[config.mk]
export PLATFORM = sky130hd
export DESIGN_NAME = ins_ram
export DESIGN_NICKNAME = d
export VERILOG_FILES = /design/src/rtl/ins_ram.sv
export SDC_FILE = /design/constraint.sdc
export NUM_CORES = 2
export LEC_CHECK = 0
export BUFFER_PORTS_ARGS = -buffer_cell sky130_fd_sc_hd__buf_2
export CORE_AREA = 2 2 636 638
export CTS_CLUSTER_DIAMETER = 200
export DETAILED_ROUTE_END_ITERATION = 8
export DIE_AREA = 0 0 638 640
export PLACE_DENSITY = 0.58
export REMOVE_ABC_BUFFERS = 1
export SLEW_MARGIN = 20
export SYNTH_ARGS = -nofsm -noshare
export SYNTH_HDL_FRONTEND = slang
export SYNTH_SLANG_ARGS = --single-unit
[constraint.sdc]
create_clock -name clk -period 1.85 [get_ports clk]
set_input_delay 0.185 -clock clk [delete_from_list [all_inputs] [get_ports clk]]
set_output_delay 0.185 -clock clk [all_outputs]
set_load 0.02 [all_outputs]
[src/rtl/ins_ram.sv]
// ins_ram: instruction memory feeding the core, fixed RD_LAT fetch latency.
// Ports: clk, rst (async, active-low). Fetch inputs: en_ram_in, addr.
// Fetch outputs: en_ram_out, ins, busy, addr_err, par_err.
// Host load port: ld_we, ld_addr, ld_data.
// Optional macro INS_RAM_PARITY_EN adds a stored even-parity bit per word.
module ins_ram #(
    parameter int ADDR_W = 8,
    parameter int RD_LAT = 1
) (
    input  logic              clk,
    input  logic              rst,
    input  logic              en_ram_in,
    input  logic [15:0]       addr,
    output logic              en_ram_out,
    output logic [15:0]       ins,
    output logic              busy,
    output logic              addr_err,
    output logic              par_err,
    input  logic              ld_we,
    input  logic [ADDR_W-1:0] ld_addr,
    input  logic [15:0]       ld_data
);

    localparam int DEPTH = 2 ** ADDR_W;
`ifdef INS_RAM_PARITY_EN
    localparam int MEM_W = 17;
`else
    localparam int MEM_W = 16;
`endif
    localparam logic [1:0] CNT_INIT =
        (RD_LAT > 1) ? 2'(RD_LAT - 2) : 2'd0;

    if (RD_LAT < 1 || RD_LAT > 4) begin : g_lat_chk
        $error("ins_ram: RD_LAT must be within 1..4");
    end

    typedef enum logic {
        S_IDLE,
        S_WAIT
    } state_t;

    state_t           r_state;
    state_t           w_state_nxt;
    logic [1:0]       r_cnt;
    logic [1:0]       w_cnt_nxt;
    logic             w_accept;
    logic             w_fire_now;
    logic             w_fire_hold;
    logic             w_load_hold;
    logic [MEM_W-1:0] r_mem [DEPTH];
    logic [MEM_W-1:0] w_rd_word;
    logic             w_oor;
    logic             w_rd_perr;
    logic [15:0]      w_rd_ins;
    logic [15:0]      r_hold_ins;
    logic             r_hold_aerr;
    logic             r_hold_perr;
    logic             r_par_err;

    // Host load port, free-running relative to the fetch FSM.
    always_ff @(posedge clk) begin
        if (ld_we) begin
`ifdef INS_RAM_PARITY_EN
            r_mem[ld_addr] <= {^ld_data, ld_data};
`else
            r_mem[ld_addr] <= ld_data;
`endif
        end
    end

    assign w_rd_word = r_mem[addr[ADDR_W-1:0]];

    if (ADDR_W < 16) begin : g_rng
        assign w_oor = |addr[15:ADDR_W];
    end else begin : g_norng
        assign w_oor = 1'b0;
    end

    // Range error wins over parity error.
`ifdef INS_RAM_PARITY_EN
    assign w_rd_perr = !w_oor &&
        ((^w_rd_word[15:0]) != w_rd_word[16]);
`else
    assign w_rd_perr = 1'b0;
`endif

    assign w_rd_ins = (w_oor || w_rd_perr) ? 16'h0000
                                           : w_rd_word[15:0];

    assign busy     = (r_state == S_WAIT);
    assign w_accept = en_ram_in && !busy;

    always_ff @(posedge clk or negedge rst) begin
        if (!rst) begin
            r_state <= S_IDLE;
            r_cnt   <= 2'd0;
        end else begin
            r_state <= w_state_nxt;
            r_cnt   <= w_cnt_nxt;
        end
    end

    // RD_LAT=1 answers straight off the accept edge; longer
    // latencies park the word in the hold register while counting.
    always_comb begin
        w_state_nxt = r_state;
        w_cnt_nxt   = r_cnt;
        w_fire_now  = 1'b0;
        w_fire_hold = 1'b0;
        w_load_hold = 1'b0;
        unique case (r_state)
            S_IDLE: begin
                if (w_accept) begin
                    if (RD_LAT == 1) begin
                        w_fire_now = 1'b1;
                    end else begin
                        w_state_nxt = S_WAIT;
                        w_cnt_nxt   = CNT_INIT;
                        w_load_hold = 1'b1;
                    end
                end
            end
            S_WAIT: begin
                if (r_cnt == 2'd0) begin
                    w_state_nxt = S_IDLE;
                    w_fire_hold = 1'b1;
                end else begin
                    w_cnt_nxt = r_cnt - 2'd1;
                end
            end
        endcase
    end

    always_ff @(posedge clk or negedge rst) begin
        if (!rst) begin
            r_hold_ins  <= 16'h0000;
            r_hold_aerr <= 1'b0;
            r_hold_perr <= 1'b0;
        end else if (w_load_hold) begin
            r_hold_ins  <= w_rd_ins;
            r_hold_aerr <= w_oor;
            r_hold_perr <= w_rd_perr;
        end
    end

    always_ff @(posedge clk or negedge rst) begin
        if (!rst) begin
            en_ram_out <= 1'b0;
            ins        <= 16'h0000;
            addr_err   <= 1'b0;
            r_par_err  <= 1'b0;
        end else begin
            en_ram_out <= w_fire_now || w_fire_hold;
            addr_err   <= 1'b0;
            r_par_err  <= 1'b0;
            if (w_fire_now) begin
                ins       <= w_rd_ins;
                addr_err  <= w_oor;
                r_par_err <= w_rd_perr;
            end else if (w_fire_hold) begin
                ins       <= r_hold_ins;
                addr_err  <= r_hold_aerr;
                r_par_err <= r_hold_perr;
            end
        end
    end

`ifdef INS_RAM_PARITY_EN
    assign par_err = r_par_err;
`else
    assign par_err = 1'b0;
`endif

endmodule
# Yosys cells after proc, flatten, opt, wreduce, memory -nomap -nowiden
# Memories as Yosys holds them, arrays and structs flattened.
# Cells that the tools add are included.
dict set report word_totals {
  register_bits 21
  latchBits 0
  ramBits 4096
  mem_bits_ro 0
  in_bits 44
  out_inout_bits 20
  word_cells 30
  n_memories 1
}
# name words word_bits rd rd_clocked_by_memory_dff wr line_no
set mem_list {}
lappend mem_list {r_mem 256 16 1 0 1 50} ;# logic [MEM_W-1:0] r_mem [DEPTH];
dict set report classes {
  add_sub_neg 1
  multipliers 0
  n_div 0
  order_cmp 0
  eq_ne 1
  shifts 0
  muxes 14
  n_bitwise 1
  reduce_logical 7
}
# op n
set ops {}
lappend ops {{2-to-1 mux 16 bit} 3}
lappend ops {{2-to-1 mux 1 bit} 8}
lappend ops {{OR reduction 8 bit} 1}
lappend ops {{2-to-1 mux 2 bit} 2}
lappend ops {{logical NOT 2 bit} 1}
lappend ops {{!= test 2 bit (second input constant)} 1}
lappend ops {{case mux 1 bit (2 select lines)} 1}
lappend ops {{AND reduction 2 bit} 1}
lappend ops {{nonzero test 2 bit} 1}
lappend ops {{subtractor 2 x 1 -> 2 bit (second input constant)} 1}
lappend ops {{logical AND 1 bit} 1}
lappend ops {{logical NOT 1 bit} 1}
lappend ops {{logical OR 1 bit} 1}
lappend ops {{NOT 1 bit} 1}

# Depth between registers and ports, before layout
dict set report depth {
  depth_word 5
  depth_mapped 13
  ltp_nobuf 7
}

# Worst setup path before layout
# No wires, ideal clock.
dict set report synth_timing {
  path_kind {input-to-reg}
  start {in ld_addr[3]}
  end {mem r_mem[235][0], enable pin}
  setup_time_ns 0.388
  arrival_ns 1.962
  required_time_ns 1.462
  setup_slack_ns -0.500
  path_stages 6
  path_buffers 3
  cell_sequence {clkbuf_1 nor2b_1 clkbuf_1 nand4_1 clkbuf_1 nor2_1}
}
# item line_no
set synth_lines {}
lappend synth_lines {{from (decl)} 20} ;# input logic [ADDR_W-1:0] ld_addr,
lappend synth_lines {{to (decl)} 50}
# Straight into the memory's write port.

# Worst setup path in the final report
dict set report layout_timing {
  start {mem r_mem[28][1]}
  end {reg ins[1]}
}
dict set report layout_via {
  elab_chain_cells 3
}
# item line_no
set layout_rtl {}
lappend layout_rtl {{memory (256 x 16 bit)} --}
lappend layout_rtl {{2-to-1 mux 16 bit} 87} ;# assign w_rd_ins = (w_oor || w_rd_perr) ? 16'h0000
lappend layout_rtl {{2-to-1 mux 16 bit} 156} ;# if (w_fire_now) begin
lappend layout_rtl {{to (signal assigned)} 157} ;# ins <= w_rd_ins;
lappend layout_rtl {{to (signal assigned)} 161} ;# ins <= r_hold_ins;
lappend layout_rtl {{to (decl)} 15} ;# output logic [15:0] ins,
# Every way passes these cells.
# A chain may end at the register's enable or synchronous reset.

==> flow_summary.ini <==
[synthesis]
synth_compound_area_share_pct = 4.19
yosysWarnings = 0
synth_async_sr_flop_share_pct = 0.510
synth_top_cells_by_count = edfxtp_1 (4096), mux4_2 (708), mux2i_1 (583), nor2_1 (339), o221ai_1 (182)
ys_seq_area_share_pct = 77.2
avgSynthCellArea_sq_um = 21.1
yosysMostFrequentCell = edfxtp_1
synth_edf_count = 4096
synth-adder-area-share_pct = 0.00782
ys_types = 92
synth_simple_gate_area_share_pct = 1.97
synth_top_family_by_area = multiplexers
synth.top_cell.area_share_pct = 76.9
syn_area_sq_um = 160000
synth_largest_area_cell = edfxtp_1
synth_xor_area_share_pct = 0.00548
synth.area.top_cells = edfxtp_1 (77%), mux4_2 (10%), mux2i_1 (3.6%)
synth_cells = 7577
synthMuxAreaShare_pct = 14.5
synth_flop_cell = edfxtp_1
ys_ff_latch = 4117

[clocking]
cts_tree = built
clock_latency_ps = 1010
cts_buffers = 415
cts_root_buffer = clkbuf_16
numClockSinks = 4117
clk_pin_slew_ps = 70
htreeDepth = 5
clock_path_buffers = 4

[finish]
nNetsFinal = 9144
final_cell_count_no_fill = 14752
syn_to_final_growth_pct = 22.8
drive_above_1_share_pct = 34.7
final_core_util_pct = 48.9

[worst_hold_path]
hold_depth = 4
worstHoldPathType = in -> reg

[floorplanning]
die-area_sq_um = 408000
num_io_pins = 64
row_count = 233
core_area_sq_um = 401000
initial_core_util_pct = 39.8
die_x_microns = 638
die_h_microns = 640

[placement]
hpwl_mm = 313
numPortBuffers = 62
placed_cells = 13963
globalplace.congestion = 0.965

[setup_path]
rr_worst_depth = 7
critPathLaunchType = flop
crit_cells = 7
critPathTopFamily = simple AND/OR/NAND/NOR gates
setup.worst_path.end_class = flop
cp_slowest_cell = or4_4
cp.required_ps = 2720
arrival_ps = 3290
slowest_delay_ps = 500
path_cells = mux4_2 -> a2111oi_4 -> buf_6 -> or4_4 -> nor4_4 -> a41oi_4 -> o41ai_2
worstSetupPathType = reg -> reg
critical_path.max_fanout = 2
crit_buf_inv = 1

[sta]
finalCriticalPeriod_ps = 2420
layout_worst_path_cycle_share_pct = 131
slew_violations = 0
worst_slack_ps = -567
setup_viol = 26
skew_ps = 85.5
hold-worst-slack_ps = 36.9
hold_viol_final = 0
clock.fmax_ghz = 0.414
max_slew_margin_pct = 43.2
rsz0062_at_grt = true
tightest_slew_ps = 852

[grt]
track_usage_pct = 22.8
grt_pass1_wl_mm = 661
first_global_vias = 85079
grt_max_degree = 95
grt_overflow_total = 0
grt_antenna_before_repair = 24

[run]
maxCapViolCount = 0

[detailed_routing]
wirelength_mm = 473
postRouteAntennaNets = 0
drt_iter0_drc = 11783
dr.pass1.iters = 8
route.detailed.wl_per_inst_microns = 32.1
num_vias = 85991
vias_per_cell = 5.83
post-route-drc-count = 0

[power]
leakage_nw = 64.4
p_per_area_nw_per_um2 = 1020
irDropWorstVdd_mv = 0.903

[outcome]
status = complete, but fails checks
violations = setup timing
report_power, final:
part / internal, mW / switching, mW
clock network: 49.2 / 36.2
logic: 4.93 / 7.61
registers: 103 / 0.0495
total: 157 / 43.8
stage by stage:
| step | TNS, ps | setup WS (ps) | total power [mW] | instance area, sq um |
|---|---|---|---|---|
| finish | -7000 | -567 | 201 | 196000 |
| CTS | -8250 | -536 | 202 | 196000 |
| global route | -7810 | -618 | 206 | 196000 |
| floorplan | -878010 | -3270 | 108 | 157000 |
| global placement | -36710 | -2520 | 117 | 180000 |
| detailed placement | -44230 | -2220 | 117 | 180000 |
cells by family after synthesis:
group | count (synthesis)
AOI/OAI and AO/OA | 943
xor gates and xnor gates | 1
adders and majority gates | 1
buffers and inverters | 465
DFF | 4117
muxes | 1351
other | 1
and+or+nand+nor | 698
registers in the layout (all words and copies together), names as in the netlist:
signal	cells
busy	1
r_cnt	2
r_mem	4096
addr_err	1
ins	16
en_ram_out	1
metal layers:
metal / GRT usage [%] / routed length [microns]
met3: 4.07 / 42500
met2: 35.6 / 219000
met1: 32.2 / 192000
met5: 0 / 11
met4: 8.38 / 19200
path summary, 6_finish.rpt:
kind	slack, ps	endpoint	startpoint
max reg2reg	-570	ins[1]	r_mem[28][1]
max in group asynchronous	990	ins[12]	rst
max	-570	ins[1]	r_mem[28][1]
min in group asynchronous	360	r_cnt[0]	rst
min reg2reg	490	r_cnt[0]	r_cnt[0]
min	40	r_mem[157][7]	ld_addr[2]
placed cells by master (no fill, tap or decap), types with 73 or more instances in the layout:
| cell | netlist | routed |
|---|---|---|
| buf_4 | 24 | 1038 |
| nor2_2 | 0 | 82 |
| edfxtp_1 | 4096 | 4096 |
| clkbuf_16 | 0 | 418 |
| nand2_1 | 135 | 128 |
| mux4_2 | 708 | 728 |
| clkinv_1 | 2 | 82 |
| clkinv_2 | 0 | 98 |
| clkbuf_1 | 146 | 73 |
| nor2_1 | 339 | 254 |
| o22ai_1 | 170 | 142 |
| buf_12 | 30 | 414 |
| a21oi_1 | 159 | 123 |
| o221ai_1 | 182 | 150 |
| a22oi_1 | 110 | 85 |
| mux2i_1 | 583 | 573 |
layout make-up:
cell class | instances | area [sq um]
tap | 5287 | 6620
timing repair buffer | 1560 | 17200
clock buffer | 495 | 10800
inverter | 10 | 45.0
multi-input combinational | 2995 | 35000
antenna | 13 | 32.5
fill | 32166 | 205000
sequential | 4117 | 124000
clock inverter | 275 | 3070
what timing repair did:
action | 4_1_cts | 5_1_grt
buffers inserted | 7 | 2
gates resized for setup | 247 | 174
setup endpoints to repair | 33 | 32
pin swaps | 70 | 101
hold buffers | 25 | 1
endpoints found under the hold margin | 4076 | 1
worst min-delay path, stage by stage:
cell and delay, ps:
buf_2 170, nand3_1 240, nor2_1 90, buf_4 160
No activity file was read; power rests on OpenSTA's default activity.
